File: src/rtl/wave_phase_gen.sv
// Phase-accumulator address generator for the square-wave lookup stage.
// Tuning word and duty select changes are staged and applied only at a period boundary.
module wave_phase_gen #(
  parameter int PHASE_W = 32,
  parameter int ADDR_W  = 10
) (
  input  logic               i_clk,
  input  logic               i_rst_n,
  input  logic               i_en,
  input  logic               i_tick,
  input  logic               i_load,
  input  logic [PHASE_W-1:0] i_ftw,
  input  logic [3:0]         i_sel,
  output logic [ADDR_W-1:0]  o_addr,
  output logic [3:0]         o_sel,
  output logic               o_valid,
  output logic               o_wrap
);

  typedef enum logic {
    IDLE = 1'b0,
    RUN  = 1'b1
  } state_t;

  state_t state, state_nxt;

  logic [PHASE_W-1:0] phase;
  logic               carry_q;
  logic [PHASE_W-1:0] act_ftw;
  logic [3:0]         act_sel;
  logic [PHASE_W-1:0] pend_ftw;
  logic [3:0]         pend_sel;
  logic               pend_v;

  logic               run_tick;
  logic               leave_run;
  logic [PHASE_W:0]   sum;
  logic               boundary;
  logic               take_new;
  logic               take_pend;

  always_ff @(posedge i_clk or negedge i_rst_n) begin
    if (!i_rst_n) state <= IDLE;
    else          state <= state_nxt;
  end

  always_comb begin
    state_nxt = state;
    case (state)
      IDLE:    if (i_en)  state_nxt = RUN;
      RUN:     if (!i_en) state_nxt = IDLE;
      default: state_nxt = IDLE;
    endcase
  end

  // A tick on the cycle i_en falls is dropped, so acceptance needs both RUN and i_en.
  assign run_tick  = (state == RUN) && i_en && i_tick;
  assign leave_run = (state == RUN) && !i_en;
  assign sum       = {1'b0, phase} + {1'b0, act_ftw};

  // A zero tuning word never carries, so every tick counts as a boundary to let updates land.
  assign boundary  = run_tick && (sum[PHASE_W] || (act_ftw == '0));
  assign take_new  = boundary && i_load;
  assign take_pend = boundary && !i_load && pend_v;

  always_ff @(posedge i_clk or negedge i_rst_n) begin
    if (!i_rst_n) begin
      phase   <= '0;
      carry_q <= 1'b1;
      o_addr  <= '0;
      o_sel   <= '0;
      o_valid <= 1'b0;
      o_wrap  <= 1'b0;
    end else begin
      o_valid <= run_tick;
      if (run_tick) begin
        o_addr  <= phase[PHASE_W-1 -: ADDR_W];
        o_sel   <= act_sel;
        o_wrap  <= carry_q;
        phase   <= sum[PHASE_W-1:0];
        carry_q <= sum[PHASE_W];
      end else if (leave_run) begin
        phase   <= '0;
        carry_q <= 1'b1;
      end
    end
  end

  // Configuration staging: direct in IDLE or on a boundary, otherwise parked as pending.
  always_ff @(posedge i_clk or negedge i_rst_n) begin
    if (!i_rst_n) begin
      act_ftw  <= '0;
      act_sel  <= '0;
      pend_ftw <= '0;
      pend_sel <= '0;
      pend_v   <= 1'b0;
    end else if ((state == IDLE) && i_load) begin
      act_ftw <= i_ftw;
      act_sel <= i_sel;
      pend_v  <= 1'b0;
    end else if (state == RUN) begin
      if (take_new) begin
        act_ftw <= i_ftw;
        act_sel <= i_sel;
        pend_v  <= 1'b0;
      end else if (take_pend) begin
        act_ftw <= pend_ftw;
        act_sel <= pend_sel;
        pend_v  <= 1'b0;
      end else if (i_load) begin
        pend_ftw <= i_ftw;
        pend_sel <= i_sel;
        pend_v   <= 1'b1;
      end
    end
  end

endmodule

File: config.mk
export PLATFORM = sky130hd
export DESIGN_NAME = wave_phase_gen
export DESIGN_NICKNAME = d
export VERILOG_FILES = /design/src/rtl/wave_phase_gen.sv
export SDC_FILE = /design/constraint.sdc
export NUM_CORES = 1
export LEC_CHECK = 0
export ABC_CLOCK_PERIOD_IN_PS = 4030
export CAP_MARGIN = 20
export CORE_UTILIZATION = 52
export CTS_CLUSTER_DIAMETER = 120
export CTS_CLUSTER_SIZE = 14
export DETAILED_ROUTE_END_ITERATION = 10
export DONT_BUFFER_PORTS = 1
export HOLD_SLACK_MARGIN = 0.12
export PLACE_DENSITY_LB_ADDON = 0.12
export SLEW_MARGIN = 10
export SYNTH_ARGS = -nofsm -noshare
export SYNTH_HDL_FRONTEND = slang
export SYNTH_SLANG_ARGS = --single-unit
File: constraint.sdc
create_clock -name i_clk -period 4.03 [get_ports i_clk]
set_input_delay 0.403 -clock i_clk [delete_from_list [all_inputs] [get_ports i_clk]]
set_output_delay 0.403 -clock i_clk [all_outputs]
set_load 0.005 [all_outputs]
==> out/metrics.yaml, run 1 <==
status: "finished clean"
grt_pass1_wl_um: 23510
first_iter_violations: 276
synth_edf_count: 0
critical-path-top-delay-family: "compound AO/OA/AOI/OAI gates"
io_pins: 57
ctsResizeCount: 0
cpPeakStageDelay_ns: 0.39
finalInstanceArea_sq_mm: 0.007810
skew_ns: 0.01080
cap_violations: 0
cts_sinks: 123
dpl_cell_area_sq_mm: 0.006843
synth_cell_types: 52
worst_slew_pin_slew_ns: 0.6210
antenna_found_initial: 0
drt-wirelength-per-cell_um: 16.64
top_layer_used: "met4"
clk-insertion-delay-late_ns: 0.42
dpl.hpwl_um: 9395
place_congestion: 0.9147
crit_buf_inv: 2
dp.cells: 776
m1WireLength_um: 6798
wl_um: 14050
worstPathCellList: "ha_1 > inv_1 > fa_1 > nand2b_1 > a21oi_1 > o211ai_2 > a21oi_1 > o31ai_4 > nor2_4 > buf_4 > mux2_1 > mux2_2"
critPathRequiredTime_ns: 4.33
ys.flop_type: "dfrtp_1"
design.die.area_sq_mm: 0.01329
fin_util_pct: 62.14
syn_nets: 690
drtAntennaViolNets: 0
power_density_mw_per_mm2: 582.3
crit_path_end_kind: "flip-flop"
start_util_pct: 53.08
slew_headroom_pct: 58.25
fin_cells: 844
crit_path_frequent_cell: "a21oi_1"
first_pass_iters: 4
worstPathMaxFanout: 21
grt_max_degree: 124
cts_tree: "yes"
hold_buffers: 35
hold_viol_final: 0
cts_max_path_buffers: 2
finalCritPeriodShare_pct: 83.33
area_growth_pct: 17.07
yosys_warnings: 0
clk_pin_slew_ns: 0.06
crit_type: "reg2reg"
routed-wl-met3_um: 804
final-max-slew-violation-count: 0
drive_gt1_share_pct: 18.15
fin_tns_setup_ns: 0
grt_overflow: 0
root_buffer: "clkbuf_16"
postSynthCellCount: 616
p_leak_nw: 3.511
grt_pass1_vias: 4780
cts_setup_buffers: 0
drc: 0
wl_met2_um: 6289
antenna_cells: 0
viasPerCell: 5.690
period_needed_ns: 3.358
netlist_area_sq_mm: 0.006671
critPathSlowestCell: "dfrtp_1"
yosysSeqAreaShare_pct: 46.16
std_cell_rows: 41
syn_avg_cell_area_sq_um: 10.83
vias: 4802
gr-usage-all-layers_pct: 23.24
htreeDepth: 4
ys_ff_latch: 123
die_h_um: 115.3
ir_drop_v: 0.0003605
hold_class: "in2reg"
die_w_um: 115.3
core_sq_mm: 0.01257
setup_viol: 0
setup.worst_path.start_class: "flip-flop"
nets: 733
synthArstFlopShare_pct: 100.0
crit_arrival_ns: 3.66
cts_made_buffers: 17
portBuffers: 0
grt_setup_unrepaired: "false"
fmax_mhz: 297.8
flip-flops by register name (all words and copies together), names as in the netlist, 4 cells and up:
register and flops:
o_sel 4, phase 32, pend_ftw 32, pend_sel 4
act_ftw 32, o_addr 10, act_sel 4
cell usage after synthesis (all sizes together) (7+ instances only):
cell type,number,area share (%)
xor2,9,1.2
mux2,108,18
o21ai,46,3.5
xnor2,15,2.0
nor4,9,0.84
nand3,7,0.60
nor2,17,1.1
a21o,11,1.2
a21oi,38,2.9
nand2,91,5.1
inv,21,1.2
buf,10,1.2
ha,32,6.0
dfrtp,122,46
clkbuf,10,0.56
layout make-up:
cell class / count / area, sq um
sequential: 123 / 3079
inverter: 21 / 78.83
fill: 1014 / 4758
clock inverter: 11 / 118.9
timing repair buffer: 44 / 450.4
tap: 172 / 215.2
multi-input combinational: 452 / 3397
clock buffer: 21 / 470.5
routing by layer:
metal	GRT usage, %	up-vias
met4	8.918	0
met1	32.55	2359
met5	0	-
li1	-	2314
met2	34.70	112
met3	5.851	17
placed cells by master, fill, tap and decap left out, types with 4 or more instances in the layout:
cell,instances
dfrtp_1,122
nand2_1,91
mux2_2,71
o21ai_0,42
a21oi_1,37
mux2_1,37
dlygate4sd3_1,35
ha_1,32
inv_1,21
clkbuf_16,17
nor2_1,16
xnor2_1,15
a21o_1,11
nor4_1,9
xor2_1,9
buf_4,7
nand3_1,6
nor3_1,5
nand4_1,5
o211ai_1,5
nand2b_1,5
and3_1,4
o21a_1,4
o31ai_1,4
a32o_1,4
clkinvlp_4,4
clkinv_2,4
through the flow:
step / setup WS [ns] / total power, mW / hold slack [ns]
floorplan: 1.078 / 2.736 / 0.1074
global placement: 0.7351 / 2.967 / 0.1129
detailed placement: 0.6521 / 3.004 / 0.1126
CTS: 0.6339 / 4.573 / 0.1203
global route: 0.4306 / 4.856 / 0.1243
finish: 0.6719 / 4.547 / 0.1395
power by group:
group | total [mW] | internal (mW) | switching [mW] | leakage (nW)
clock network | 1.49 | 0.953 | 0.537 | 0.281
logic | 1.38 | 0.640 | 0.739 | 1.72
registers | 1.68 | 1.49 | 0.184 | 1.51
total | 4.55 | 3.09 | 1.46 | 3.51
kinds of logic after synthesis:
logic type,share of synthesized area [%]
AO/OA/AOI/OAI,13.30
XOR/XNOR,3.151
adder cells (fa/ha/maj),6.302
buffers and inverters,2.982
flip-flops,46.16
multiplexers,18.23
AND/OR/NAND/NOR,9.884
worst reg2reg max path, delay by kind of cell (launching register included):
family	cells	cell delay, ns
buffers and inverters	2	0.40
AOI/OAI and AO/OA	4	0.90
adders and majority gates	2	0.60
DFF	1	0.39
and+or+nand+nor	2	0.31
muxes	2	0.63
path summary, 6_finish.rpt:
kind | startpoint | endpoint | slack, ns | cells past startpoint
setup / recovery | act_ftw[0] | act_ftw[8] | 0.67 | 12
max in group asynchronous | i_rst_n | act_ftw[26] | 2.97 | 2
hold / removal | i_ftw[27] | pend_ftw[27] | 0.14 | 1
setup reg to reg | act_ftw[0] | act_ftw[8] | 0.67 | 12
min in group asynchronous | i_rst_n | pend_ftw[4] | 0.63 | 2
hold reg to reg | act_sel[2] | o_sel[2] | 0.46 | 2
No activity file was read; power rests on OpenSTA's default activity.
==> run 2, diff against run 1 <==
--- a/config.mk
+++ b/config.mk
@@ -5,7 +5,7 @@
 export SDC_FILE = /design/constraint.sdc
 export NUM_CORES = 1
 export LEC_CHECK = 0
-export ABC_CLOCK_PERIOD_IN_PS = 4030
+export ABC_CLOCK_PERIOD_IN_PS = 3250
 export CAP_MARGIN = 20
 export CORE_UTILIZATION = 52
 export CTS_CLUSTER_DIAMETER = 120
==> constraint.sdc (replaced) <==
create_clock -name i_clk -period 3.25 [get_ports i_clk]
set_input_delay 0.325 -clock i_clk [delete_from_list [all_inputs] [get_ports i_clk]]
set_output_delay 0.325 -clock i_clk [all_outputs]
set_load 0.005 [all_outputs]
==> run 2 against run 1 <==
Compared with the run above:
- largest power group unchanged
- clock skew is 0.0053 ns lower
- sequential power is 24% higher
- highest routed layer unchanged
- sequential share of layout area is 1.1 points lower
- sequential cell count stayed put
- die area stayed put
- fmax is 11% higher
==> out/metrics.yaml, run 2 (synthesized netlist as in run 1, its figures left out) <==
critPathRequiredTime_ns: 3.55  # -0.78 ns
grt_pass1_vias: 4865  # +1.8%
root_buffer: "clkbuf_16"
crit_path_end_kind: "flip-flop"
fin_util_pct: 64.00  # +1.9 points
area_growth_pct: 20.57
p_seq_share_pct: 35.7  # -1.2 points
antenna_found_initial: 0  # unchanged
grt_pass1_wl_um: 23850  # +1.5%
cts_sinks: 123  # unchanged
grt_setup_unrepaired: "false"
cts_setup_buffers: 0  # unchanged
cts_made_buffers: 17  # unchanged
p_leak_nw: 3.634  # +3.5%
drt-wirelength-per-cell_um: 17.01  # +2.2%
clk_pin_slew_ns: 0.06  # about the same
fin_tns_setup_ns: 0  # unchanged
cts_max_path_buffers: 2  # unchanged
routed-wl-met3_um: 615  # -24%
grt_overflow: 0  # unchanged
drive_gt1_share_pct: 19.65  # +1.5 points
setup.worst_path.start_class: "flip-flop"
final_cell_mix: "122 x dfrtp_1, 90 x nand2_1, 71 x mux2_2"
drc: 0  # unchanged
p_clk_share_pct: 34.0  # +1.2 points
status: "finished clean"
crit_type: "reg2reg"
hold_viol_final: 0  # unchanged
setup_viol: 0  # unchanged
core_sq_mm: 0.01257  # unchanged
slew_headroom_pct: 56.71  # -1.5 points
gr-usage-all-layers_pct: 23.83  # +0.58 points
power.internal_mw: 4.005  # +30%
power_density_mw_per_mm2: 726.3  # +25%
io_pins: 57  # unchanged
first_pass_iters: 4  # unchanged
start_util_pct: 53.08  # unchanged
finalInstanceArea_sq_mm: 0.008044  # +3.0%
crit_arrival_ns: 3.33  # -0.33 ns
die_w_um: 115.3  # unchanged
vias: 4800  # -0.042%
m1WireLength_um: 7124  # +4.8%
htreeDepth: 4  # unchanged
p_comb_share_pct: 30.3  # about the same
final-max-slew-violation-count: 0  # unchanged
place_congestion: 0.8520  # -6.9%
switchingPower_mw: 1.838  # +26%
hold_class: "in2reg"
skew_ns: 0.005491  # -0.005304 ns
std_cell_rows: 41  # unchanged
worstPathMaxFanout: 23  # +9.5%
finalCritPeriodShare_pct: 93.08  # +9.8 points
portBuffers: 0  # unchanged
worst_slew_pin_slew_ns: 0.6493  # +0.02829 ns
die_h_um: 115.3  # unchanged
drtAntennaViolNets: 0  # unchanged
ir_drop_v: 0.0003882  # +7.7%
final_common_cell: "dfrtp_1"
nets: 748  # +2.0%
fmax_mhz: 330.6  # +11%
wl_met2_um: 6622  # +5.3%
viasPerCell: 5.588  # -1.8%
dpl.hpwl_um: 9556  # +1.7%
design.die.area_sq_mm: 0.01329  # unchanged
dpl_cell_area_sq_mm: 0.006968  # +1.8%
reg_top3: "act_ftw x32, pend_ftw x32, phase x32"
antenna_cells: 0  # unchanged
top_layer_used: "met4"
grt_max_degree: 124  # unchanged
period_needed_ns: 3.025  # -0.3330 ns
clk-insertion-delay-late_ns: 0.42  # about the same
cap_violations: 0  # unchanged
cts_tree: "yes"
netSwitchingFraction_pct: 31.46  # -0.65 points
first_iter_violations: 258  # -6.5%
wl_um: 14610  # +4.0%
## run 2: changes by cell type in the layout (fill, tap and decap cells not counted), moves of 2 or more
| cell | change |
|---|---|
| bufinv_16 | +2 |
| clkinvlp_4 | -3 |
| buf_12 | +4 |
| dlygate4sd3_1 | +4 |
| buf_4 | +6 |
## run 2: layout make-up
type,count,area (sq um)
fillers,1021,4524
inverters,21,78.83
flip-flops and latches,123,3079
clock inverters,12,170.2
well taps,172,215.2
multi-input cells,452,3403
clock buffers,20,456.7
repair buffers,59,640.6
## run 2: path summary, 6_finish.rpt
check / depth (start not counted) / start / to / slack, ns
setup / recovery: 12 / act_ftw[0] / act_ftw[11] / 0.22
hold / removal: 2 / i_load / pend_v / 0.19
setup reg to reg: 12 / act_ftw[0] / act_ftw[11] / 0.22
hold reg to reg: 2 / act_sel[3] / o_sel[3] / 0.46
max in group asynchronous: 2 / i_rst_n / pend_ftw[25] / 2.22
min in group asynchronous: 2 / i_rst_n / act_ftw[4] / 0.50
## run 2: metrics by stage
stage | total power, mW | hold slack, ns | worst slack (ns) | instances
floorplan | 3.392 | 0.02941 | 0.2975 | 616
global placement | 3.723 | 0.03482 | 0.1511 | 786
detailed placement | 3.777 | 0.03351 | 0.1298 | 786
CTS | 5.873 | 0.1711 | 0.08494 | 858
global route | 6.216 | 0.2119 | 0.003655 | 859
finish | 5.843 | 0.1882 | 0.2249 | 859
## run 2: what timing repair did
action,4_1_cts,5_1_grt
resized for setup,0,2
endpoints found under the setup margin,0,36
hold buffers,40,0
endpoints found under the hold margin,197,0
## run 2: layer usage
layer  GRT usage, %  vias up
li1               -     2346
met2          37.23       98
met3          5.693       16
met4          9.264        0
met1          32.12     2340
met5              0        -
## run 2: critical path, cell delays in order, from the launching register on
cell and delay (ns):
dfrtp_1 0.39, ha_1 0.21, inv_1 0.07, fa_1 0.37, nand2b_1 0.19, a21oi_1 0.21
o211ai_2 0.14, a21oi_2 0.21, o31ai_4 0.10, nor2_4 0.18, buf_12 0.21, mux2_1 0.34
mux2_2 0.26
## run 2: power by group through the flow
| stage | Sequential (mW) | Combinational, mW | Clock, mW |
|---|---|---|---|
| 5_1_grt | 2.13 | 1.99 | 2.09 |
| 2_1_floorplan | 2.03 | 1.37 | 0 |
| 3_5_place_dp | 2.11 | 1.67 | 0 |
| 4_1_cts | 2.08 | 1.76 | 2.03 |
| 6_report | 2.08 | 1.77 | 1.99 |
| 3_3_place_gp | 2.09 | 1.63 | 0 |
==> run 3, diff against run 2 <==
--- a/config.mk
+++ b/config.mk
@@ -8,7 +8,7 @@
 export ABC_CLOCK_PERIOD_IN_PS = 3250
 export CAP_MARGIN = 20
 export CORE_UTILIZATION = 52
-export CTS_CLUSTER_DIAMETER = 120
+export CTS_CLUSTER_DIAMETER = 60
 export CTS_CLUSTER_SIZE = 14
 export DETAILED_ROUTE_END_ITERATION = 10
 export DONT_BUFFER_PORTS = 1
==> results of run 3 <==
The final DEF is identical to that of run 2; final timing and power are the same.
